--- src/rtl/nrd_seq_ctrl_pkg.sv ---
// nrd_seq_pkg: shared state encoding, default width and counter sizing for the divider.
package nrd_seq_pkg;
  typedef enum logic [1:0] {IDLE, ITER, FIX, DONE} state_e;
  localparam int W_DEF = 48;
  function automatic int cnt_w(input int w);
    return $clog2(w + 1);
  endfunction
  localparam int CNT_W = cnt_w(W_DEF);
endpackage

--- src/rtl/nrd_seq_ctrl_if.sv ---
// nrd_seq_ctrl_if: request/result bundle between a requester and the divider.
interface nrd_seq_ctrl_if
  import nrd_seq_pkg::*;
#(
  parameter int W = W_DEF
);
  logic         start;
  logic [W-1:0] dividend;
  logic [W-1:0] divisor;
  logic         busy;
  logic         done;
  logic [W-1:0] quotient;
  logic [W-1:0] remainder;
  logic         dbz;
  modport master (output start, dividend, divisor, input busy, done, quotient, remainder, dbz);
  modport slave (input start, dividend, divisor, output busy, done, quotient, remainder, dbz);
endinterface

--- src/rtl/nrd_seq_ctrl_step.sv ---
// nrd_step: one non-restoring iteration, or the final remainder correction when fix_i is set.
module nrd_step
  import nrd_seq_pkg::*;
#(
  parameter int W = W_DEF
) (
  input  logic [W:0]   a_i,
  input  logic [W-1:0] q_i,
  input  logic [W:0]   b_i,
  input  logic         fix_i,
  output logic [W:0]   a_o,
  output logic [W-1:0] q_o
);
  logic [W:0] x;
  logic [W:0] y;
  logic       cin;
  // subtraction is ~B plus a carry-in of one; correction adds B or nothing
  always_comb begin
    x   = fix_i ? a_i : {a_i[W-1:0], q_i[W-1]};
    y   = a_i[W] ? b_i : (fix_i ? '0 : ~b_i);
    cin = !fix_i && !a_i[W];
    a_o = x + y + {{W{1'b0}}, cin};
    q_o = {q_i[W-2:0], ~a_o[W]};
  end
endmodule

--- src/rtl/nrd_seq_ctrl.sv ---
// nrd_seq_ctrl: sequential non-restoring unsigned divider, one quotient bit per cycle.
module nrd_seq_ctrl
  import nrd_seq_pkg::*;
#(
  parameter int W = W_DEF
) (
  input logic          clk,
  input logic          rst,
  nrd_seq_ctrl_if.slave bus
);
  localparam int CW = cnt_w(W);
  state_e        state_q;
  logic [W:0]    a_q;
  logic [W:0]    b_q;
  logic [W:0]    a_d;
  logic [W-1:0]  q_q;
  logic [W-1:0]  q_d;
  logic [W-1:0]  quot_q;
  logic [W-1:0]  rem_q;
  logic [CW-1:0] cnt_q;
  logic          busy_q;
  logic          done_q;
  logic          dbz_q;
  nrd_step #(.W(W)) u_step (
    .a_i  (a_q),
    .q_i  (q_q),
    .b_i  (b_q),
    .fix_i(state_q == FIX),
    .a_o  (a_d),
    .q_o  (q_d)
  );
  // a zero divisor leaves B==0, which is how DONE tells the two paths apart
  always_ff @(posedge clk) begin
    if (rst) begin
      state_q <= IDLE;
      a_q     <= '0;
      b_q     <= '0;
      q_q     <= '0;
      cnt_q   <= '0;
      quot_q  <= '0;
      rem_q   <= '0;
      busy_q  <= 1'b0;
      done_q  <= 1'b0;
      dbz_q   <= 1'b0;
    end else begin
      done_q <= 1'b0;
      busy_q <= state_q == ITER || state_q == FIX;
      unique case (state_q)
        IDLE: if (bus.start && !done_q) begin
          b_q     <= {1'b0, bus.divisor};
          cnt_q   <= '0;
          a_q     <= bus.divisor == '0 ? {1'b0, bus.dividend} : '0;
          q_q     <= bus.divisor == '0 ? '1 : bus.dividend;
          state_q <= bus.divisor == '0 ? DONE : ITER;
        end
        ITER: begin
          a_q   <= a_d;
          q_q   <= q_d;
          cnt_q <= cnt_q + 1'b1;
          if (cnt_q == CW'(W - 1)) state_q <= FIX;
        end
        FIX: begin
          a_q     <= a_d;
          state_q <= DONE;
        end
        DONE: begin
          done_q  <= 1'b1;
          quot_q  <= q_q;
          rem_q   <= a_q[W-1:0];
          dbz_q   <= b_q == '0;
          state_q <= IDLE;
        end
      endcase
    end
  end
  assign bus.busy      = busy_q;
  assign bus.done      = done_q;
  assign bus.quotient  = quot_q;
  assign bus.remainder = rem_q;
  assign bus.dbz       = dbz_q;
endmodule

--- src/flat_wrapper.sv ---
// flat-port wrapper written by rule: the top's interface ports become plain ports
module nrd_seq_ctrl_flat import nrd_seq_pkg::*;
#(
  parameter int W = W_DEF
)
  (clk, rst, bus_start, bus_dividend, bus_divisor, bus_busy, bus_done, bus_quotient, bus_remainder, bus_dbz);
  nrd_seq_ctrl_if #(.W(W)) bus_i ();
  input logic clk;
  input logic rst;
  input wire logic [$bits(bus_i.start)-1:0] bus_start;
  input wire logic [$bits(bus_i.dividend)-1:0] bus_dividend;
  input wire logic [$bits(bus_i.divisor)-1:0] bus_divisor;
  output wire logic [$bits(bus_i.busy)-1:0] bus_busy;
  output wire logic [$bits(bus_i.done)-1:0] bus_done;
  output wire logic [$bits(bus_i.quotient)-1:0] bus_quotient;
  output wire logic [$bits(bus_i.remainder)-1:0] bus_remainder;
  output wire logic [$bits(bus_i.dbz)-1:0] bus_dbz;
  assign bus_i.start = bus_start;
  assign bus_i.dividend = bus_dividend;
  assign bus_i.divisor = bus_divisor;
  assign bus_busy = bus_i.busy;
  assign bus_done = bus_i.done;
  assign bus_quotient = bus_i.quotient;
  assign bus_remainder = bus_i.remainder;
  assign bus_dbz = bus_i.dbz;
  nrd_seq_ctrl #(.W(W)) u_core (.clk(clk), .rst(rst), .bus(bus_i));
endmodule
--- config.mk ---
export PLATFORM = sky130hd
export DESIGN_NAME = nrd_seq_ctrl_flat
export DESIGN_NICKNAME = d
export VERILOG_FILES = /design/src/rtl/nrd_seq_ctrl_pkg.sv /design/src/rtl/nrd_seq_ctrl_if.sv /design/src/rtl/nrd_seq_ctrl_step.sv /design/src/rtl/nrd_seq_ctrl.sv /design/src/flat_wrapper.sv
export SDC_FILE = /design/constraint.sdc
export NUM_CORES = 1
export LEC_CHECK = 0
export ABC_CLOCK_PERIOD_IN_PS = 7550
export CAP_MARGIN = 0
export CELL_PAD_IN_SITES_DETAIL_PLACEMENT = 1
export CELL_PAD_IN_SITES_GLOBAL_PLACEMENT = 2
export CORE_ASPECT_RATIO = 0.75
export CORE_UTILIZATION = 35
export CTS_BUF_LIST = sky130_fd_sc_hd__clkbuf_16
export DETAILED_ROUTE_END_ITERATION = 7
export HOLD_SLACK_MARGIN = 0.12
export PLACE_DENSITY_LB_ADDON = 0.12
export SETUP_SLACK_MARGIN = 0.05
export SYNTH_ARGS = -nofsm -noshare
export SYNTH_HDL_FRONTEND = slang
export SYNTH_HIERARCHICAL = 1
export SYNTH_SLANG_ARGS = --single-unit
--- constraint.sdc ---
create_clock -name clk -period 7.55 [get_ports clk]
set_input_delay 1.51 -clock clk [delete_from_list [all_inputs] [get_ports clk]]
set_output_delay 1.51 -clock clk [all_outputs]
set_load 0.02 [all_outputs]
[After elaboration in Yosys (flattened, before gate mapping)]
Cells that the tools add are included.
Storage, ports and cells
  input port bits: 99
  register bits: 252
  logic and storage cells: 53
  output and inout port bits: 99
Cells by class
  equality and inequality tests: 6
  add/sub/neg operators: 3
  reduce and logical (&&, ||, !) cells: 16
  multiplexer cells: 16
  bitwise operators: 2
Operators by type and width (number)
  49-bit two-way mux: 4
  48-bit two-way mux: 3
  49-bit one-hot mux with 2 select lines: 1
  48-bit one-hot mux with 2 select lines: 1
  49-bit by 1-bit adder with 49-bit output: 1
  49-bit adder: 1
  49-bit logical NOT: 1
  48-bit inverter with 49-bit output: 1
  48-bit logical NOT: 1
  6-bit one-hot mux with 2 select lines: 1
  2-bit one-hot mux with 4 select lines: 1
  2-bit AND reduction: 4
  6-bit by 1-bit adder with 6-bit output (second input constant): 1
  6-bit equality test (second input constant): 1
  2-bit two-way mux: 3
  6-bit two-way mux: 1
  2-bit equality test (second input constant): 2
  2-bit nonzero test: 2
  1-bit logical NOT: 3
  2-bit by 1-bit equality test with 1-bit output (second input constant): 1
  1-bit logical AND: 2
  2-bit logical NOT: 1
  2-bit by 1-bit inequality test with 1-bit output (second input constant): 1
  2-bit inequality test (second input constant): 1
  other kinds (4): 4

[Depth between registers and ports, before layout]
  depth in word-level cells: 7
  mapped depth: 22
  depth with buffers taken out: 20

[By module]
The synthesis kept the hierarchy.
By module, submodules not included
  nrd_seq_ctrl: cells an instance 1160, instances 1, area an instance 9968.3 µm², seq. area each 5044.8 µm²
  nrd_step: cells an instance 598, instances 1, area an instance 4136.5 µm², seq. area each 0.0 µm²

[Worst setup path after synthesis]
No wires, ideal clock.
  path type: flip-flop to flip-flop
  start: register u_core.state_q[0]
  end: register u_core.a_q[42]
  path buffers: 3
  slack: 2.596 ns
  required time: 7.474 ns
  data arrival time: 4.878 ns
  stages on the path, launching flop included: 22
  period minus slack after synthesis: 4.954 ns
  library setup time: 0.076 ns
  cell sequence: dfxtp_1 -> inv_1 -> ha_1 -> clkbuf_1 -> clkbuf_1 -> buf_1 -> mux2i_1 -> fa_1 -> inv_1 -> fa_1 -> a21o_1 -> a221o_1 -> a21oi_2 -> o21ai_1 -> o21a_1 -> o31a_1 -> a31o_2 -> mux2i_1 -> a2111oi_0 -> nand3_1 -> a21boi_0 -> o22ai_1
Between the ends
  word-level cells in the longest chain between the ends: 6
  elaborated cells between the ends (all ways): 15
  those cells by class: add/sub (2); eq/ne (3); mux (4); reduce/logical (6)
Ends and longest elaborated chain
  start: declaration: RTL line nrd_seq_ctrl.sv:12  | state_e state_q;
  start signal: assignment: RTL line nrd_seq_ctrl.sv:54  | state_q <= bus.divisor == '0 ? DONE : ITER;
  2-bit equality test *: RTL line nrd_seq_ctrl.sv:28  | .fix_i(state_q == FIX),
  49-bit two-way mux (2 in series): RTL line nrd_seq_ctrl_step.sv:20  | y = a_i[W] ? b_i : (fix_i ? '0 : ~b_i);
  49-bit adder: RTL line nrd_seq_ctrl_step.sv:22  | a_o = x + y + {{W{1'b0}}, cin};
  49-bit by 1-bit adder with 49-bit output *: RTL line nrd_seq_ctrl_step.sv:22
  named net u_core.a_d[42]: RTL line nrd_seq_ctrl.sv:15  | logic [W:0] a_d;
  49-bit one-hot mux with 2 select lines *: RTL line nrd_seq_ctrl.sv:48  | unique case (state_q)
  end signal: assignment: RTL line nrd_seq_ctrl.sv:52  | a_q <= bus.divisor == '0 ? {1'b0, bus.dividend} : '0;
  end: declaration: RTL line nrd_seq_ctrl.sv:13  | logic [W:0] a_q;
Mark *: on every way through the listed nets, which the timed path passes. The rest lies on a longest branch.
A chain may end at the register's enable or synchronous reset.

[Worst setup path in the final report]
Same ends and word-level chain as after synthesis.

==> results.json <==
{
  "status": "finished, violations left",
  "violations": "design-rule violations",
  "cp.arrival_ns": 6.19,
  "drv_slew": 0,
  "netlist_top_cells_area": "dfxtp_1, mux2i_1, nor2_1",
  "layout_min_cycle_time_ns": 5.68,
  "clock_latency_ns": 0.58,
  "ctsHoldBuffers": 0,
  "placementRows": 63,
  "power.density_nw_per_um2": 401,
  "cts_tree": "done",
  "ys_seq_area_frac": 0.358,
  "yosysMostFrequentCell": "dfxtp_1",
  "fp.dieH_um": 176,
  "dp_hpwl_um": 35400,
  "drt-total-wl_um": 49400,
  "pre_cts_ws_ns": 1.85,
  "ys.flop_type": "dfxtp_1",
  "nFillCells": 4692,
  "total_power_mw": 6.80,
  "vias_per_cell": 5.50,
  "tightest_slew_ns": 1.16,
  "globalRouteTotalUtil": 0.237,
  "slowest_stage": "or2_2",
  "crit_fanout": 49,
  "ys_top_cells_by_count": "dfxtp_1, nor2_1, nand2_1, o21ai_0, clkbuf_1",
  "vias": 13000,
  "fin_crit_sh": 0.752,
  "rsz0062_at_grt": "no",
  "syn_avg_cell_area_sq_um": 8.02,
  "port_buffers": 197,
  "gp_congestion": 0.860,
  "drtIter0Drc": 976,
  "yosysTopAreaCell": "dfxtp_1",
  "grt_pass1_vias": 12700,
  "crit_type": "register to register",
  "crit_required_ns": 8.05,
  "crit_family": "compound AO/OA/AOI/OAI gates",
  "fin_ws_ns": 1.87,
  "crit_chain": "inv_1, ha_2, or2_2, nor2_1, a21oi_1, fa_1, inv_1, fa_1, a21o_1, a221o_1, a21oi_2, o21ai_1, o21a_1, o31a_1, a31o_2, mux2i_1, a2111oi_0, nand3_1, a21boi_0, o22ai_1",
  "area_growth_pct": 20.1,
  "hold_viol": 0,
  "synth_edf_count": 0,
  "clk_pin_slew_ns": 0.07,
  "drc": 28,
  "grt_overflow": 0,
  "cap_viol_max_count": 0,
  "drive_above_1_share": 0.0674,
  "synthCells": 1758,
  "fin_area_sq_um": 16900,
  "clockRootBuffer": "clkbuf_16",
  "tns_ns": 0,
  "async_flop_share": 0,
  "cts_resized": 0,
  "routedWlPerCell_um": 20.9,
  "power.leakage_nw": 6.16,
  "synth_top_area_share": 0.358,
  "fin_worst_skew_ns": 0.0154,
  "clockBufferDepth": 3,
  "grt_pass1_wl_um": 76100,
  "detail-route-antenna-nets": 0,
  "clock_sinks": 252,
  "placeableCoreArea_sq_um": 39600,
  "antenna_found_initial": 2,
  "ctsHtreeMaxLevel": 1,
  "die_width_um": 234,
  "grt_max_degree": 158,
  "ir_drop_uv": 182,
  "yosysUniqueCellTypes": 67,
  "dieArea_sq_um": 41100,
  "post-cts-setup-buffers": 0,
  "max_stage_delay_ns": 0.73,
  "clock.fmax_mhz": 176,
  "ys_ff_latch": 252,
  "finalSetupViolations": 0,
  "startpoint_type": "register",
  "dr.pass1.iters": 7,
  "postPlaceCellArea_sq_um": 16000,
  "cts_made_buffers": 28,
  "netlist_area_sq_um": 14100,
  "start_util": 0.356,
  "nets": 1975,
  "slew_headroom": 0.222,
  "fin_hold_ws_ns": 0.488,
  "synth_warnings": 6,
  "cp-end-kind": "register",
  "critPathBufInv": 2,
  "hold_path.class": "register to register",
  "ios": 198
}
tightest hold or removal path, stage by stage, from the launching register on:
cell	delay [ns]
dfxtp_1	0.33
nand2_1	0.06
a21oi_1	0.05
where the power goes:
part / switching, mW / total, mW / internal [mW]
Clock: 0.586 / 1.36 / 0.774
Sequential: 0.212 / 1.73 / 1.51
Combinational: 2.26 / 3.71 / 1.46
Total: 3.05 / 6.80 / 3.74
path summary, 6_finish.rpt:
path / to / from / cells after the start / slack (ns)
min reg2reg: u_core/b_q[28] / u_core/b_q[28] / 2 / 0.49
max reg2reg: u_core/a_q[42] / u_core/state_q[0] / 20 / 1.87
max: u_core/a_q[42] / u_core/state_q[0] / 20 / 1.87
min: u_core/b_q[28] / u_core/b_q[28] / 2 / 0.49
routing by layer:
metal	GRT usage	vias to the layer above	wire length (um)
met4	0.0341	2	586
met3	0.0373	38	2540
li1	-	6343	-
met5	0	-	13
met2	0.328	267	19500
met1	0.381	6322	26800
flip-flops by register name, summed over array words and instances, names as in the netlist:
| register | flops |
|---|---|
| u_core/bus.remainder | 48 |
| u_core/bus.quotient | 48 |
| u_core/q_q | 48 |
| u_core/bus.dbz | 1 |
| u_core/cnt_q | 6 |
| u_core/bus.busy | 1 |
| u_core/b_q | 48 |
| u_core/state_q | 2 |
| u_core/a_q | 49 |
| u_core/bus.done | 1 |
kinds of logic (layout without fill, tap and decap cells):
group,Yosys count,in the layout,synth area share
AOI/OAI and AO/OA,408,408,0.178
DFF,252,252,0.358
and+or+nand+nor,651,651,0.209
buffers and inverters,196,275,0.0668
xor gates and xnor gates,50,50,0.0310
adders and majority gates,55,55,0.0499
muxes,145,145,0.107
other,1,4,0.000266
layout make-up:
| type | count | area (sq um) | share of cell area |
|---|---|---|---|
| clock buffers | 28 | 701 | 0.0414 |
| multi-input cells | 1312 | 8200 | 0.484 |
| well taps | 520 | 651 | 0.0384 |
| diodes | 1 | 2.50 | 0.000148 |
| flip-flops and latches | 252 | 5040 | 0.298 |
| repair buffers | 210 | 2080 | 0.123 |
| inverters | 17 | 63.8 | 0.00377 |
| clock inverters | 20 | 191 | 0.0113 |
cell usage in the layout, fill, tap and decap left out, types with 47 or more instances in the layout:
cell type,n
mux2_2,47
mux2i_1,98
nor2_1,223
nor4_1,72
o22ai_1,49
clkdlybuf4s50_1,196
a21boi_0,50
nor3_1,61
o21ai_0,118
nand3_1,60
a21oi_1,102
nand2_1,178
dfxtp_1,252
ha_1,51
per-stage QoR:
stage / std cells / util
5_1_grt: 2359 / 0.427
3_5_place_dp: 2311 / 0.405
3_3_place_gp: 2311 / 0.405
4_1_cts: 2359 / 0.427
6_report: 2360 / 0.427
2_1_floorplan: 1760 / -
Note: power is estimated with default switching activity, not from simulation.
